[src/rtl/mips_md_pkg.sv]
// Shared definitions for the HI/LO multiply/divide unit: op encodings,
// FSM state encoding, default width and iteration counter width.
package mips_md_pkg;

  localparam int MD_WIDTH = 32;
  localparam int MD_CNT_W = $clog2(MD_WIDTH);

  typedef enum logic [1:0] {
    OP_MULT  = 2'b00,
    OP_MULTU = 2'b01,
    OP_DIV   = 2'b10,
    OP_DIVU  = 2'b11
  } mdOp_t;

  typedef enum logic [1:0] {
    ST_IDLE = 2'b00,
    ST_RUN  = 2'b01,
    ST_FIX  = 2'b10,
    ST_DONE = 2'b11
  } mdState_t;

  // True for the two divide encodings.
  function automatic logic isDivideOp(input mdOp_t o);
    return (o == OP_DIV) || (o == OP_DIVU);
  endfunction

  // True for the two signed encodings.
  function automatic logic isSignedOp(input mdOp_t o);
    return (o == OP_MULT) || (o == OP_DIV);
  endfunction

endpackage

[src/rtl/md_negate.sv]
// Conditional two's complement: out = neg ? -in : in.
// Used both to take operand magnitudes and to restore result signs.
module md_negate #(
  parameter int W = 32
) (
  input  logic [W-1:0] in,
  input  logic         neg,
  output logic [W-1:0] out
);

  // Negate only when asked; the most negative value maps onto itself.
  always_comb begin
    out = in;
    if (neg) out = ~in + W'(1);
  end

endmodule

[src/rtl/mult_div_unit.sv]
// Iterative HI/LO multiply/divide unit (MULT, MULTU, DIV, DIVU) with
// MTHI/MTLO write port. One shift-add or restoring shift-subtract step per
// cycle, then a sign-fix cycle that writes HI/LO and pulses done.
// Optional feature macro: MD_DIVZERO_EN (divide-by-zero shortcut plus
// div_zero output pulse).
//
// Handshake: start is sampled only in IDLE or DONE (busy=0); while busy=1
// start is ignored. done is a one-cycle pulse in the cycle HI/LO first show
// the new result. MTHI/MTLO writes land only when busy=0 and start=0.
module mult_div_unit
  import mips_md_pkg::*;
#(
  parameter int WIDTH = MD_WIDTH
) (
  input  logic             clk,
  input  logic             rst_n,
  input  logic             start,
  input  logic [1:0]       op,
  input  logic [WIDTH-1:0] rs_data,
  input  logic [WIDTH-1:0] rt_data,
  input  logic             hi_we,
  input  logic             lo_we,
  input  logic [WIDTH-1:0] wdata,
  output logic             busy,
  output logic             done,
  output logic [WIDTH-1:0] hi,
  output logic [WIDTH-1:0] lo,
`ifdef MD_DIVZERO_EN
  output logic             div_zero,
`endif
  output mdState_t         dbgState
);

  localparam int CntW = (WIDTH > 1) ? $clog2(WIDTH) : 1;
  localparam logic [CntW-1:0] LastCnt = CntW'(WIDTH - 1);

  mdState_t             state;
  logic [CntW-1:0]      cnt;
  logic [2*WIDTH-1:0]   acc;      // {partial/remainder, multiplier/quotient}
  logic [WIDTH-1:0]     addend;   // multiplicand or divisor magnitude
  logic                 isDiv;
  logic                 negLo;    // negate product / quotient
  logic                 negHi;    // negate remainder
`ifdef MD_DIVZERO_EN
  logic                 divZeroHit;
`endif

  mdOp_t                opSel;
  logic                 startDiv;
  logic                 startSigned;
  logic [WIDTH-1:0]     magA;
  logic [WIDTH-1:0]     magB;
  logic [WIDTH:0]       mulSum;
  logic [2*WIDTH-1:0]   mulNext;
  logic [WIDTH:0]       divTrial;
  logic [2*WIDTH-1:0]   divNext;
  logic [2*WIDTH-1:0]   prodFix;
  logic [WIDTH-1:0]     quotFix;
  logic [WIDTH-1:0]     remFix;

  assign opSel       = mdOp_t'(op);
  assign startDiv    = isDivideOp(opSel);
  assign startSigned = isSignedOp(opSel);
  assign dbgState    = state;

  md_negate #(.W(WIDTH)) uNegA (
    .in(rs_data), .neg(startSigned & rs_data[WIDTH-1]), .out(magA)
  );
  md_negate #(.W(WIDTH)) uNegB (
    .in(rt_data), .neg(startSigned & rt_data[WIDTH-1]), .out(magB)
  );
  md_negate #(.W(2*WIDTH)) uNegProd (
    .in(acc), .neg(negLo), .out(prodFix)
  );
  md_negate #(.W(WIDTH)) uNegQuot (
    .in(acc[WIDTH-1:0]), .neg(negLo), .out(quotFix)
  );
  md_negate #(.W(WIDTH)) uNegRem (
    .in(acc[2*WIDTH-1:WIDTH]), .neg(negHi), .out(remFix)
  );

  // One iteration of each algorithm; the FSM picks which to keep.
  always_comb begin
    mulSum  = {1'b0, acc[2*WIDTH-1:WIDTH]} + {1'b0, addend};
    mulNext = {1'b0, acc[2*WIDTH-1:1]};
    if (acc[0]) mulNext = {mulSum, acc[WIDTH-1:1]};
    divTrial = acc[2*WIDTH-1:WIDTH-1] - {1'b0, addend};
    divNext  = {acc[2*WIDTH-2:0], 1'b0};
    if (!divTrial[WIDTH]) divNext = {divTrial[WIDTH-1:0], acc[WIDTH-2:0], 1'b1};
  end

  // Control FSM plus all datapath and architectural HI/LO state.
  always_ff @(posedge clk or negedge rst_n) begin
    if (!rst_n) begin
      state  <= ST_IDLE;
      cnt    <= '0;
      acc    <= '0;
      addend <= '0;
      isDiv  <= 1'b0;
      negLo  <= 1'b0;
      negHi  <= 1'b0;
      busy   <= 1'b0;
      done   <= 1'b0;
      hi     <= '0;
      lo     <= '0;
`ifdef MD_DIVZERO_EN
      divZeroHit <= 1'b0;
      div_zero   <= 1'b0;
`endif
    end else begin
      done <= 1'b0;
`ifdef MD_DIVZERO_EN
      div_zero <= 1'b0;
`endif
      case (state)
        ST_IDLE, ST_DONE: begin
          if (start) begin
            state  <= ST_RUN;
            busy   <= 1'b1;
            cnt    <= '0;
            isDiv  <= startDiv;
            negLo  <= startSigned & (rs_data[WIDTH-1] ^ rt_data[WIDTH-1]);
            negHi  <= startSigned & startDiv & rs_data[WIDTH-1];
            acc    <= startDiv ? {{WIDTH{1'b0}}, magA} : {{WIDTH{1'b0}}, magB};
            addend <= startDiv ? magB : magA;
`ifdef MD_DIVZERO_EN
            divZeroHit <= 1'b0;
            if (startDiv && (rt_data == '0)) begin
              // Skip the iterations; FIX copies the architected result.
              state      <= ST_FIX;
              divZeroHit <= 1'b1;
              acc        <= {rs_data, {WIDTH{1'b1}}};
            end
`endif
          end else begin
            state <= ST_IDLE;
            if (hi_we) hi <= wdata;
            if (lo_we) lo <= wdata;
          end
        end
        ST_RUN: begin
          acc <= isDiv ? divNext : mulNext;
          cnt <= cnt + CntW'(1);
          if (cnt == LastCnt) state <= ST_FIX;
        end
        ST_FIX: begin
          state <= ST_DONE;
          busy  <= 1'b0;
          done  <= 1'b1;
`ifdef MD_DIVZERO_EN
          if (divZeroHit) begin
            hi       <= acc[2*WIDTH-1:WIDTH];
            lo       <= acc[WIDTH-1:0];
            div_zero <= 1'b1;
          end else
`endif
          if (isDiv) begin
            hi <= remFix;
            lo <= quotFix;
          end else begin
            hi <= prodFix[2*WIDTH-1:WIDTH];
            lo <= prodFix[WIDTH-1:0];
          end
        end
        default: state <= ST_IDLE;
      endcase
    end
  end

endmodule

[config.mk]
export PLATFORM = sky130hd
export DESIGN_NAME = mult_div_unit
export DESIGN_NICKNAME = d
export VERILOG_FILES = /design/src/rtl/mips_md_pkg.sv /design/src/rtl/md_negate.sv /design/src/rtl/mult_div_unit.sv
export SDC_FILE = /design/constraint.sdc
export NUM_CORES = 1
export LEC_CHECK = 0
export CAP_MARGIN = 15
export CORE_ASPECT_RATIO = 0.75
export CORE_MARGIN = 5
export CORE_UTILIZATION = 60
export CTS_BUF_LIST = sky130_fd_sc_hd__clkbuf_8
export CTS_CLUSTER_DIAMETER = 200
export DETAILED_ROUTE_END_ITERATION = 10
export PLACE_DENSITY = 0.84
export SYNTH_ARGS = -nofsm -noshare
export SYNTH_HDL_FRONTEND = slang
export SYNTH_SLANG_ARGS = --single-unit
[constraint.sdc]
create_clock -name clk -period 4.65 [get_ports clk]
set_input_delay 0.6975 -clock clk [delete_from_list [all_inputs] [get_ports clk]]
set_output_delay 0.6975 -clock clk [all_outputs]
set_load 0.005 [all_outputs]
=== Word level (Yosys, flattened, before mapping) ===
Index checks and enable logic that the tools add are counted.

* $add $sub $neg: 8
* Equality and inequality tests: 11
* Muxes and demuxes: 28
* Bitwise gates (word level): 11
* Reductions and logical operators: 12

{| class="wikitable"
|+ Operators with widths
! cell !! count
|-
| 32-bit two-way mux || 12
|-
| 64-bit two-way mux || 5
|-
| 32-bit by 1-bit adder with 32-bit output, second input constant || 4
|-
| 32-bit NOT || 4
|-
| 32-bit one-hot mux with 2 select lines || 2
|-
| 64-bit one-hot mux with 2 select lines || 1
|-
| 64-bit by 1-bit adder with 64-bit output, second input constant || 1
|-
| 64-bit NOT || 1
|-
| 32-bit by 32-bit adder with 33-bit output || 1
|-
| 33-bit by 32-bit subtractor with 33-bit output || 1
|-
| 2-bit != test, second input constant || 5
|-
| 5-bit one-hot mux with 2 select lines || 1
|-
| 2-bit equality test, second input constant || 4
|-
| 2-bit one-hot mux with 3 select lines || 1
|-
| 2-bit AND reduction || 3
|-
| 3-bit AND reduction || 2
|-
| 5-bit by 1-bit adder with 5-bit output, second input constant || 1
|-
| 1-bit bitwise AND || 5
|-
| 5-bit equality test, second input constant || 1
|-
| 5-bit two-way mux || 1
|-
| 2-bit zero test || 2
|-
| 2-bit nonzero test || 2
|-
| 1-bit two-way mux || 3
|-
| 2-bit by 1-bit equality test with 1-bit output, second input constant || 1
|-
| other kinds (5) || 6
|}

* Flip-flop bits (word level): 172
* Input port bits: 103
* Word-level logic and storage cells: 81

=== Logic depth before layout (Yosys ltp) ===
* Depth in word-level cells: 7
* Mapped depth: 14
* Mapped depth without buffers: 12

=== Modules after synthesis ===
From an unflattened synthesis, not the netlist that was laid out.

* Cell total of the unflattened synthesis: 2279
* Area, all modules: 18357.6 sq um

{| class="wikitable"
|+ By module, submodules not included
! module !! instances !! cells each !! area each (sq um)
|-
| mult_div_unit || 1 || 1677 || 13600.5
|-
| md_negate (uNegA ...) || 4 || 99 || 777.0
|-
| md_negate (uNegProd) || 1 || 206 || 1649.1
|}

=== Least setup slack after synthesis ===
Ideal clock, no wire load.

* Kind: reg-to-reg
* Start point: reg acc[31]
* End point: reg acc[49]
* Library setup time: 134 ps
* Arrival time: 3259 ps
* Data required time: 4516 ps
* Setup slack: 1257 ps
* Stages on the path, launching flop included: 14
* Buffers on the path: 2
* Cells stage by stage: dfrtp_1 > inv_1 > ha_1 > fa_1 > nand2b_1 > a211o_1 > a211o_1 > nand4_1 > a41oi_1 > xnor2_1 > clkbuf_1 > clkbuf_1 > mux2i_1 > o211ai_1

* Longest elaborated chain between the ends: 4

{| class="wikitable"
|+ Ends and longest elaborated chain
! what !! line !! RTL
|-
| start: declaration || mult_div_unit.sv:39 || <nowiki>logic [2*WIDTH-1:0] acc;</nowiki>
|-
| start signal: assignment || mult_div_unit.sv:124 || <nowiki>acc <= startDiv ? {{WIDTH{1'b0}}, magA} : {{WIDTH{1'b0}}, magB};</nowiki>
|-
| start signal: assignment || mult_div_unit.sv:142 || <nowiki>acc <= isDiv ? divNext : mulNext;</nowiki>
|-
| 33-bit by 32-bit subtractor with 33-bit output || mult_div_unit.sv:87 || <nowiki>divTrial = acc[2*WIDTH-1:WIDTH-1] - {1'b0, addend};</nowiki>
|-
| 64-bit two-way mux || mult_div_unit.sv:89 || <nowiki>if (!divTrial[WIDTH]) divNext = {divTrial[WIDTH-1:0], acc[WIDTH-2:0], 1'b1};</nowiki>
|-
| 64-bit two-way mux || mult_div_unit.sv:142 ||
|-
| 64-bit one-hot mux with 2 select lines || mult_div_unit.sv:115 || <nowiki>case (state)</nowiki>
|}

Every way passes these cells.
A chain may end at the register's enable or synchronous reset.

=== Final worst setup path ===
* Start point: reg acc[32]
* End point: reg acc[50]

* Longest elaborated chain between the ends: 4
* Elaborated cells between the ends (all ways): 6
* Those cells by class: 2 x add/sub; 4 x mux

{| class="wikitable"
|+ Ends and longest elaborated chain
! what !! line
|-
| 33-bit by 32-bit subtractor with 33-bit output or 32-bit by 32-bit adder with 33-bit output (tied branches) || mult_div_unit.sv:87, mult_div_unit.sv:84
|-
| 64-bit two-way mux (on tied branches) || mult_div_unit.sv:89, mult_div_unit.sv:86
|-
| 64-bit two-way mux (*) || mult_div_unit.sv:142
|-
| 64-bit one-hot mux with 2 select lines (*) || mult_div_unit.sv:115
|}

Mark *: on every way between the ends. The rest lies on a longest branch, timed or not.

==> impl_metrics.tcl <==
set metrics [dict create \
    regArea_sq_um 4310 \
    syn_nets 2170 \
    path_class "reg2reg" \
    fin_util_pct 70.9 \
    ctsHoldBuffers 0 \
    multi_input_area_sq_um 10300 \
    cp.arrival_ns 4.59 \
    path_common_cell "a211o_1" \
    synth-seq-cells 172 \
    clock_path_buffers 2 \
    cts_tree "built" \
    cts_setup_buffers 0 \
    area_growth_pct 15.8 \
    drv_slew 0 \
    synth_area_leaders "dfrtp_1, a21oi_1, o21ai_0" \
    pwr-share-seq_pct 22.5 \
    critPathTopFamily "compound AO/OA/AOI/OAI gates" \
    synthArstFlopShare_pct 100 \
    hold_violations 0 \
    ys.flop_type "dfrtp_1" \
    power_density_nw_per_um2 772 \
    worst_pin_slew_ns 1.06 \
    ys_types 74 \
    synth_largest_area_cell "dfrtp_1" \
    grt.total_usage_pct 37.5 \
    reg2regPathDepth 12 \
    ys_warn_count 0 \
    setup_tns_ns 0 \
    antennaDiodeCount 0 \
    drive_gt1_share_pct 6.07 \
    rrSetupSlack_ns 0.41 \
    combPwrFrac_pct 68.9 \
    first_pass_iters 6 \
    cts_made_buffers 17 \
    critPathMaxStageDelay_ns 0.79 \
    clkSinkCount 172 \
    crit_slowest_cell "xnor2_2" \
    min_path_type "in2async" \
    rsz0062_at_grt "no" \
    synth_most_common_cell "nand2_1" \
    clock_latency_ns 0.50 \
    antenna_left 0 \
    num_rows 50 \
    end_kind "register" \
    switching_power_w 0.00735 \
    die-area_sq_um 28900 \
    wl_per_cell_microns 23.0 \
    fmax_mhz 236 \
    grt_overflow 0 \
    clk_pin_slew_worst_paths_ns 0.12 \
    initial_core_util_pct 61.2 \
    crit_buf_inv 2 \
    antenna_found_initial 0 \
    drcViolationCount 0 \
    cp_data_required_time_ns 4.99 \
    critPathMaxFanout 17 \
    pwr-share-clk_pct 8.6 \
    vias_per_cell 6.57 \
    critPathLaunchType "register" \
    vdd_ir_drop_max_v 0.000910 \
    status "finished, final reports clean" \
    cp_cell_sequence "inv_1 -> fa_1 -> nand2b_1 -> a211o_1 -> a211o_1 -> nand4_1 -> a41oi_1 -> xnor2_2 -> buf_4 -> mux2_2 -> a22oi_1 -> o21ai_0" \
    io_buffers 170 \
    internal_power_w 0.00634 \
    period_needed_ns 4.24 \
    p_sw_share_pct 53.7 \
    ios 171 \
    yosysSeqAreaShare_pct 28.1 \
    core-area_sq_um 25000 \
    fill_cells 2070 \
    r2r-end "acc[50]" \
    h-tree-depth 4 \
    drt_iter0_markers 2045 \
    vias 16100 \
    avgSynthCellArea_sq_um 7.69 \
    finalClockSkew_ns 0.0299 \
    cellLeakagePower_nw 7.64 \
    synth_top_area_share_pct 28.1 \
    grt_pass1_wl_mm 85.5 \
    finalNetCount 2273 \
    setup_viol 0 \
    syn_area_sq_um 15300 \
    wirelength_mm 56.3 \
    synth_common_cells "nand2_1, a21oi_1, o21ai_0" \
    grt_max_degree 95 \
    rr_startpoint "acc[32]" \
    synth_edf_count 0 \
    relSlewSlack_pct 29.2 \
    synthCells 1992 \
    dp_hpwl_mm 43.8 \
    ctsResizeCount 0 \
    cts-root-buf "clkbuf_8" \
    die_y_microns 148 \
    fin_crit_sh_pct 91.2 \
    grt_pass1_vias 14600 \
    drv_cap 0 \
    gp_congestion 1.01 \
    die_w_microns 195 \
]
-- per-stage QoR --
step | hold WS (ns) | total power [W] | area (sq um) | cells | setup slack, ns
floorplan | 0.402 | 0.00905 | 15300 | 1992 | 1.26
global placement | 0.458 | 0.0120 | 17300 | 2413 | 0.648
detailed placement | 0.468 | 0.0122 | 17300 | 2413 | 0.520
CTS | 0.316 | 0.0134 | 17700 | 2445 | 0.455
global route | 0.348 | 0.0146 | 17700 | 2446 | 0.215
finish | 0.280 | 0.0137 | 17700 | 2446 | 0.408
-- sequential cells by signal, summed over array words and instances, names as in the netlist, 2 cells and up --
signal    cells
hi           32
addend       32
lo           32
dbgState      2
acc          64
cnt           5
-- layout make-up --
cell class / count / share of cell area (%)
sequential: 172 / 24.3
multi-input combinational: 1624 / 58.1
clock inverter: 15 / 1.15
tap: 338 / 2.38
timing repair buffer: 210 / 11.3
inverter: 70 / 1.48
clock buffer: 17 / 1.32
-- placed cells by master (no fill, tap or decap), types with 39 or more instances in the layout --
cell type and n:
inv_1 68, ha_1 72, buf_4 39, clkdlybuf4s50_1 168, mux2i_1 40, a211oi_1 54, xnor2_1 89, a21oi_1 220
xor2_1 79, dfrtp_1 171, o21ai_0 187, nor2_1 177, nand2_1 221, a21o_1 55, nor3_1 44
-- power groups by stage --
| stage | Clock (W) | Sequential [W] | Combinational (W) |
|---|---|---|---|
| finish | 0.00117 | 0.00308 | 0.00944 |
| global route | 0.00123 | 0.00315 | 0.0102 |
| CTS | 0.00116 | 0.00303 | 0.00916 |
| global placement | 0 | 0.00302 | 0.00898 |
| detailed placement | 0 | 0.00307 | 0.00912 |
| floorplan | 0 | 0.00275 | 0.00630 |
-- worst max-delay path by stage --
| stage | startpoint | to | slack (ns) | cells past startpoint |
|---|---|---|---|---|
| after global routing | acc[32] | acc[50] | 0.21 | 12 |
| final | acc[32] | acc[50] | 0.41 | 12 |
| after detailed placement | acc[32] | acc[50] | 0.52 | 12 |
| after CTS | acc[32] | acc[50] | 0.46 | 12 |
| after floorplan | acc[31] | acc[49] | 1.26 | 13 |
| after global placement | acc[32] | acc[50] | 0.65 | 12 |
-- kinds of logic (layout without fill, tap and decap cells) --
logic type / Yosys count / in the layout / synth area share [%]
buf+inv: 196 / 312 / 4.86
simple gates: 624 / 624 / 18.9
mux: 62 / 62 / 4.23
fa+ha+maj: 75 / 75 / 6.22
xor+xnor: 169 / 169 / 9.66
flops: 172 / 172 / 28.1
compound gates: 694 / 694 / 28.1
-- per-layer routing --
metal / part of all wire [%] / global-route usage, % / up-vias
met4: 3.8 / 12.8 / 0
met5: 0 / 0 / -
met1: 43 / 54.7 / 7490
met2: 38 / 50.3 / 1078
li1: - / - / 7379
met3: 15 / 14.7 / 125
Power figures use the tool's default switching activity.
